### src/rtl/md_pair_scheduler.sv
// Pair sequencer for the MD force datapath: walks home cells, their clipped
// 3x3x3 neighbour windows and all particle pairs, one pair per handshake.
module md_pair_scheduler #(
  parameter int BLOCK_SIDE = 4,
  parameter int DENSITY    = 10,
  parameter int ADDR_W     = 10
) (
  input  logic              clk,
  input  logic              reset,
  input  logic              start,
  output logic              busy,
  output logic              done,
  output logic              pair_valid,
  input  logic              pair_ready,
  output logic [ADDR_W-1:0] home_addr,
  output logic [ADDR_W-1:0] nbr_addr,
  output logic              pair_self,
  output logic              pair_last,
  output logic              cell_last,
  output logic [31:0]       pair_count
);

  localparam int CW = (BLOCK_SIDE > 1) ? $clog2(BLOCK_SIDE) : 1;
  localparam int PW = (DENSITY > 1) ? $clog2(DENSITY) : 1;
  localparam logic [CW-1:0] CMAX = CW'(BLOCK_SIDE - 1);
  localparam logic [PW-1:0] PMAX = PW'(DENSITY - 1);

  typedef enum logic [1:0] {
    S_IDLE  = 2'd0,
    S_ISSUE = 2'd1,
    S_DONE  = 2'd2
  } state_t;

  typedef struct packed {
    logic [CW-1:0] bx, by, bz;
    logic [CW-1:0] nx, ny, nz;
    logic [PW-1:0] p, q;
  } idx_t;

  typedef struct packed {
    logic [ADDR_W-1:0] home;
    logic [ADDR_W-1:0] nbr;
    logic              self_m;
    logic              plast;
    logic              clast;
  } fields_t;

  localparam idx_t IDX0 = idx_t'(0);

  function automatic logic [CW-1:0] lo_f(input logic [CW-1:0] b);
    if (b == CW'(0)) lo_f = CW'(0);
    else             lo_f = b - CW'(1);
  endfunction

  function automatic logic [CW-1:0] hi_f(input logic [CW-1:0] b);
    if (b == CMAX) hi_f = CMAX;
    else           hi_f = b + CW'(1);
  endfunction

  function automatic logic [ADDR_W-1:0] cell_f(input logic [CW-1:0] x, input logic [CW-1:0] y,
                                               input logic [CW-1:0] z);
    cell_f = (ADDR_W'(x) * ADDR_W'(BLOCK_SIDE) + ADDR_W'(y)) * ADDR_W'(BLOCK_SIDE) + ADDR_W'(z);
  endfunction

  // Pair fields are derived from loop coordinates, not from the truncated addresses.
  function automatic fields_t fields_f(input idx_t i);
    fields_f.home   = cell_f(i.bx, i.by, i.bz) * ADDR_W'(DENSITY) + ADDR_W'(i.p);
    fields_f.nbr    = cell_f(i.nx, i.ny, i.nz) * ADDR_W'(DENSITY) + ADDR_W'(i.q);
    fields_f.self_m = (i.nx == i.bx) && (i.ny == i.by) && (i.nz == i.bz) && (i.p == i.q);
    fields_f.plast  = (i.q == PMAX);
    fields_f.clast  = (i.nx == hi_f(i.bx)) && (i.ny == hi_f(i.by)) && (i.nz == hi_f(i.bz)) &&
                      (i.p == PMAX) && (i.q == PMAX);
  endfunction

  state_t  state_q;
  idx_t    idx_q, idx_d;
  logic    final_d;
  fields_t out_q, fields_d, first_s;
  logic    busy_q, done_q, valid_q;
  logic [31:0] count_q;

  // Next loop position: q fastest, then p, neighbour window, home cell.
  always_comb begin
    idx_d   = idx_q;
    final_d = 1'b0;
    if (idx_q.q != PMAX) begin
      idx_d.q = idx_q.q + PW'(1);
    end else begin
      idx_d.q = PW'(0);
      if (idx_q.p != PMAX) begin
        idx_d.p = idx_q.p + PW'(1);
      end else begin
        idx_d.p = PW'(0);
        if (idx_q.nz != hi_f(idx_q.bz)) begin
          idx_d.nz = idx_q.nz + CW'(1);
        end else if (idx_q.ny != hi_f(idx_q.by)) begin
          idx_d.nz = lo_f(idx_q.bz);
          idx_d.ny = idx_q.ny + CW'(1);
        end else if (idx_q.nx != hi_f(idx_q.bx)) begin
          idx_d.nz = lo_f(idx_q.bz);
          idx_d.ny = lo_f(idx_q.by);
          idx_d.nx = idx_q.nx + CW'(1);
        end else begin
          if (idx_q.bz != CMAX) begin
            idx_d.bz = idx_q.bz + CW'(1);
          end else if (idx_q.by != CMAX) begin
            idx_d.bz = CW'(0);
            idx_d.by = idx_q.by + CW'(1);
          end else if (idx_q.bx != CMAX) begin
            idx_d.bz = CW'(0);
            idx_d.by = CW'(0);
            idx_d.bx = idx_q.bx + CW'(1);
          end else begin
            idx_d.bz = CW'(0);
            idx_d.by = CW'(0);
            idx_d.bx = CW'(0);
            final_d  = 1'b1;
          end
          // the new home cell opens its own clipped window
          idx_d.nx = lo_f(idx_d.bx);
          idx_d.ny = lo_f(idx_d.by);
          idx_d.nz = lo_f(idx_d.bz);
        end
      end
    end
  end

  // Field values for the upcoming pair and for the first pair of a sweep.
  always_comb begin
    fields_d = fields_f(idx_d);
    first_s  = fields_f(IDX0);
  end

  // Sweep FSM; every output is registered here.
  always_ff @(posedge clk or negedge reset) begin
    if (!reset) begin
      state_q <= S_IDLE;
      idx_q   <= IDX0;
      out_q   <= fields_t'(0);
      busy_q  <= 1'b0;
      done_q  <= 1'b0;
      valid_q <= 1'b0;
      count_q <= 32'd0;
    end else begin
      case (state_q)
        S_IDLE: begin
          done_q <= 1'b0;
          if (start) begin
            state_q <= S_ISSUE;
            idx_q   <= IDX0;
            out_q   <= first_s;
            busy_q  <= 1'b1;
            valid_q <= 1'b1;
            count_q <= 32'd0;
          end
        end
        S_ISSUE: begin
          if (valid_q && pair_ready) begin
            if (count_q != 32'hFFFF_FFFF) count_q <= count_q + 32'd1;
            if (final_d) begin
              state_q <= S_DONE;
              valid_q <= 1'b0;
              busy_q  <= 1'b0;
              done_q  <= 1'b1;
            end else begin
              idx_q <= idx_d;
              out_q <= fields_d;
            end
          end
        end
        S_DONE: begin
          done_q  <= 1'b0;
          state_q <= S_IDLE;
        end
        default: begin
          state_q <= S_IDLE;
          busy_q  <= 1'b0;
          done_q  <= 1'b0;
          valid_q <= 1'b0;
        end
      endcase
    end
  end

  assign busy       = busy_q;
  assign done       = done_q;
  assign pair_valid = valid_q;
  assign home_addr  = out_q.home;
  assign nbr_addr   = out_q.nbr;
  assign pair_self  = out_q.self_m;
  assign pair_last  = out_q.plast;
  assign cell_last  = out_q.clast;
  assign pair_count = count_q;

endmodule

### config.mk
export PLATFORM = sky130hd
export DESIGN_NAME = md_pair_scheduler
export DESIGN_NICKNAME = d
export VERILOG_FILES = /design/src/rtl/md_pair_scheduler.sv
export SDC_FILE = /design/constraint.sdc
export NUM_CORES = 1
export LEC_CHECK = 0
export CELL_PAD_IN_SITES_DETAIL_PLACEMENT = 1
export CELL_PAD_IN_SITES_GLOBAL_PLACEMENT = 1
export CORE_AREA = 2 2 116 118
export DETAILED_ROUTE_END_ITERATION = 6
export DIE_AREA = 0 0 118 120
export PLACE_DENSITY = 0.81
export SETUP_SLACK_MARGIN = 0.2
export SLEW_MARGIN = 20
export SYNTH_ARGS = -nofsm -noshare
export SYNTH_HDL_FRONTEND = slang
export SYNTH_SLANG_ARGS = --single-unit
### constraint.sdc
create_clock -name clk -period 5.55 [get_ports clk]
set_clock_uncertainty 0.2 [all_clocks]
set_input_delay 1.665 -clock clk [delete_from_list [all_inputs] [get_ports clk]]
set_output_delay 1.665 -clock clk [all_outputs]
set_load 0.05 [all_outputs]
==> impl_metrics.py <==
metrics = {
    "outcome": {
        "status": "finished clean",
    },
    "power_and_ir_drop": {
        "leakage_nw": 2.91,
        "comb_power_share_pct": 44.2,
        "power.internal_mw": 1.40,
        "p_seq_share_pct": 31.4,
        "power.share.clock_pct": 24.5,
        "p_switching_mw": 1.08,
        "power_density_nw_per_um2": 375,
        "power_mw": 2.48,
        "switching_share_pct": 43.5,
        "ir_drop_v": 0.000225,
    },
    "routing": {
        "avgRoutedWirePerCell_um": 18.3,
        "vias_per_cell": 5.65,
        "drt-pass1-iter-count": 4,
        "drtIter0Drc": 332,
        "remaining_drc_errors": 0,
        "num_vias": 4785,
        "antenna_left": 0,
        "totalWireLength_mm": 15.5,
    },
    "layout": {
        "drive_gt1_share_pct": 8.79,
        "multi_input_area_um2": 3330,
        "area_growth_pct": 19.6,
        "fin_area_um2": 6620,
        "stdcell_count": 847,
        "antenna_cells": 0,
        "layout.nets": 710,
        "register_area_um2": 1930,
        "fill_cells": 1563,
    },
    "logic_synthesis": {
        "ys.flop_type": "dfrtp_1",
        "yosysTopAreaCell": "dfrtp_1",
        "synth-edff-count": 0,
        "ys_ff_latch": 77,
        "postSynthCellCount": 614,
        "ys_async_sr_fraction_pct": 100,
        "syn-cell-area_um2": 5530,
        "avgSynthCellArea_um2": 9.01,
        "yosysSeqAreaShare_pct": 34.8,
        "synth_top_area_share_pct": 34.8,
        "ys_top_cells_by_area": "dfrtp_1, ha_1, xnor2_1, nand2_1, xor2_1",
        "ys_warn_count": 0,
        "ys_types": 71,
        "syn-num-nets": 658,
    },
    "sta": {
        "report.final.slew_viol_count": 0,
        "worst_slew_pin_slew_ns": 0.887,
        "hold_viol": 0,
        "holdWs_ns": 0.284,
        "post-route-period-util_pct": 90.9,
        "max_freq_ghz": 0.198,
        "setup_tns_ns": 0,
        "setup_viol": 0,
        "rsz0062_at_grt": "yes",
        "period_needed_ns": 5.05,
        "slew_headroom_pct": 40.4,
    },
    "global_routing": {
        "grt_max_degree": 78,
        "grt_first_pass_wirelength_mm": 26.0,
        "overflow": 0,
        "gr-usage-all-layers_pct": 23.1,
        "grt_pass1_vias": 5134,
        "antenna_found_initial": 0,
    },
    "floorplanning": {
        "io_pins": 62,
        "die_h_um": 120,
        "die_w_um": 118,
        "initial_utilization_pct": 42.6,
        "die_area_um2": 14200,
        "num_rows": 42,
        "coreArea_um2": 13000,
    },
    "critical_path": {
        "crit_family": "simple AND/OR/NAND/NOR gates",
        "worstPathArrival_ns": 5.10,
        "cp_slowest_cell": "dfrtp_1",
        "crit_required_ns": 5.60,
        "path_class": "flip-flop to flip-flop",
        "crit_chain": "inv_1 -> ha_1 -> xor2_1 -> and4_2 -> a221oi_1 -> nor2_1 -> nor3_4 -> inv_1 -> ha_1 -> ha_1 -> inv_1 -> fa_1 -> xnor2_1 -> or3b_2 -> xor2_1 -> o31ai_1",
        "end_kind": "flip-flop",
        "cpPeakStageDelay_ns": 0.53,
        "cp_max_fo": 9,
        "start_kind": "flip-flop",
        "cp_num_buf_inv": 3,
    },
    "clock_network": {
        "cts_sinks": 77,
        "cts.htree.levels": 3,
        "cts_tree": "built",
        "clk_latency_ns": 0.35,
        "cts_buffers": 9,
        "path_clk_slew_ns": 0.06,
        "clockBufferDepth": 2,
        "holdBufCountCts": 0,
        "cts_root_buffer": "clkbuf_16",
    },
    "placement": {
        "dp_cells": 828,
        "dpl.hpwl_mm": 11.1,
        "globalplace.congestion": 0.825,
        "placement.io_buffers": 61,
        "placed_area_um2": 6260,
    },
    "job": {
        "max_cap_violations": 0,
    },
    "min_path": {
        "hold_path_class": "flip-flop to flip-flop",
    },
}
[sequential cells by signal, indices dropped and copies added (netlist names)]
name,flops
idx_q,20
home_addr,9
pair_valid,1
nbr_addr,9
state_q,2
pair_self,1
cell_last,1
pair_last,1
pair_count,32
done,1
[path summary, 6_finish.rpt]
path                       startpoint             to  slack, ns  cells after the start
max                         idx_q[16]    nbr_addr[7]       0.50                     16
min                         pair_last      pair_last       0.28                      1
max reg2reg                 idx_q[16]    nbr_addr[7]       0.50                     16
min reg2reg                 pair_last      pair_last       0.28                      1
max in group asynchronous       reset   home_addr[6]       3.49                      1
min in group asynchronous       reset  pair_count[8]       1.14                      1
[Yosys cell counts, drive strengths merged (13+ instances only)]
| master | n |
|---|---|
| nand3 | 14 |
| inv | 35 |
| nor2 | 49 |
| nand2 | 68 |
| clkbuf | 14 |
| dfrtp | 77 |
| buf | 18 |
| ha | 36 |
| a21oi | 27 |
| xor2 | 23 |
| xnor2 | 30 |
| o21ai | 45 |
| nor2b | 13 |
| o31ai | 13 |
[cell type report]
cell class              count  share of cell area, %
flip-flops and latches     77                   29.1
clock inverters             7                   1.10
multi-input cells         469                   50.4
well taps                 176                   3.33
repair buffers             73                   10.6
clock buffers               9                   3.40
inverters                  36                   2.04
[through the flow]
| stage | util [%] | setup slack [ns] |
|---|---|---|
| floorplan | - | 0.728 |
| global placement | 48.3 | 0.534 |
| detailed placement | 48.3 | 0.227 |
| CTS | 50.6 | 0.312 |
| global route | 51.0 | 0.154 |
| finish | 51.0 | 0.504 |
[worst reg2reg max path: stages, from the launching register on]
cell	delay [ns]
dfrtp_1	0.53
inv_1	0.19
ha_1	0.31
xor2_1	0.22
and4_2	0.33
a221oi_1	0.39
nor2_1	0.14
nor3_4	0.38
inv_1	0.12
ha_1	0.29
ha_1	0.17
inv_1	0.06
fa_1	0.40
xnor2_1	0.28
or3b_2	0.52
xor2_1	0.19
o31ai_1	0.23
[cells by family after synthesis]
family                   after synthesis  synth area share [%]
flip-flops                            77                  34.8
buffers and inverters                 68                  5.43
AND/OR/NAND/NOR                      228                  22.3
multiplexers                          11                  2.06
adder cells (fa/ha/maj)               40                  9.59
AO/OA/AOI/OAI                        137                  17.2
XOR/XNOR                              53                  8.53
[power groups by stage]
| stage | Sequential [mW] | Combinational [mW] | Clock [mW] |
|---|---|---|---|
| 5_1_grt | 0.798 | 1.19 | 0.644 |
| 3_5_place_dp | 0.788 | 1.08 | 0 |
| 6_report | 0.779 | 1.10 | 0.607 |
| 4_1_cts | 0.779 | 1.10 | 0.620 |
| 3_3_place_gp | 0.779 | 1.05 | 0 |
| 2_1_floorplan | 0.966 | 0.577 | 0 |
[what timing repair did]
item                       in CTS  in global routing
setup endpoints to repair       1                  4
setup buffers                   0                  3
pin swaps                       0                  1
gates resized for setup         1                  5
[cell usage in the layout (no fill, tap or decap), types with 13 or more instances in the layout]
cell,synthesis,routed
a21oi_1,26,25
clkdlybuf4s50_1,0,60
dfrtp_1,77,77
ha_1,36,36
inv_1,35,35
nand2_1,67,67
nand3_1,13,13
nor2_1,48,48
o21ai_0,26,26
o21ai_1,19,19
xnor2_1,30,30
xor2_1,22,21
[routing by layer]
metal / vias up / global-route usage (%) / part of all wire [%]
met4: 0 / 10.9 / 3.4
met2: 95 / 41.1 / 51
met5: - / 0 / 0
met1: 2393 / 27.4 / 43
li1: 2267 / - / -
met3: 30 / 3.52 / 3.1
(Power assumes the default switching activity.)
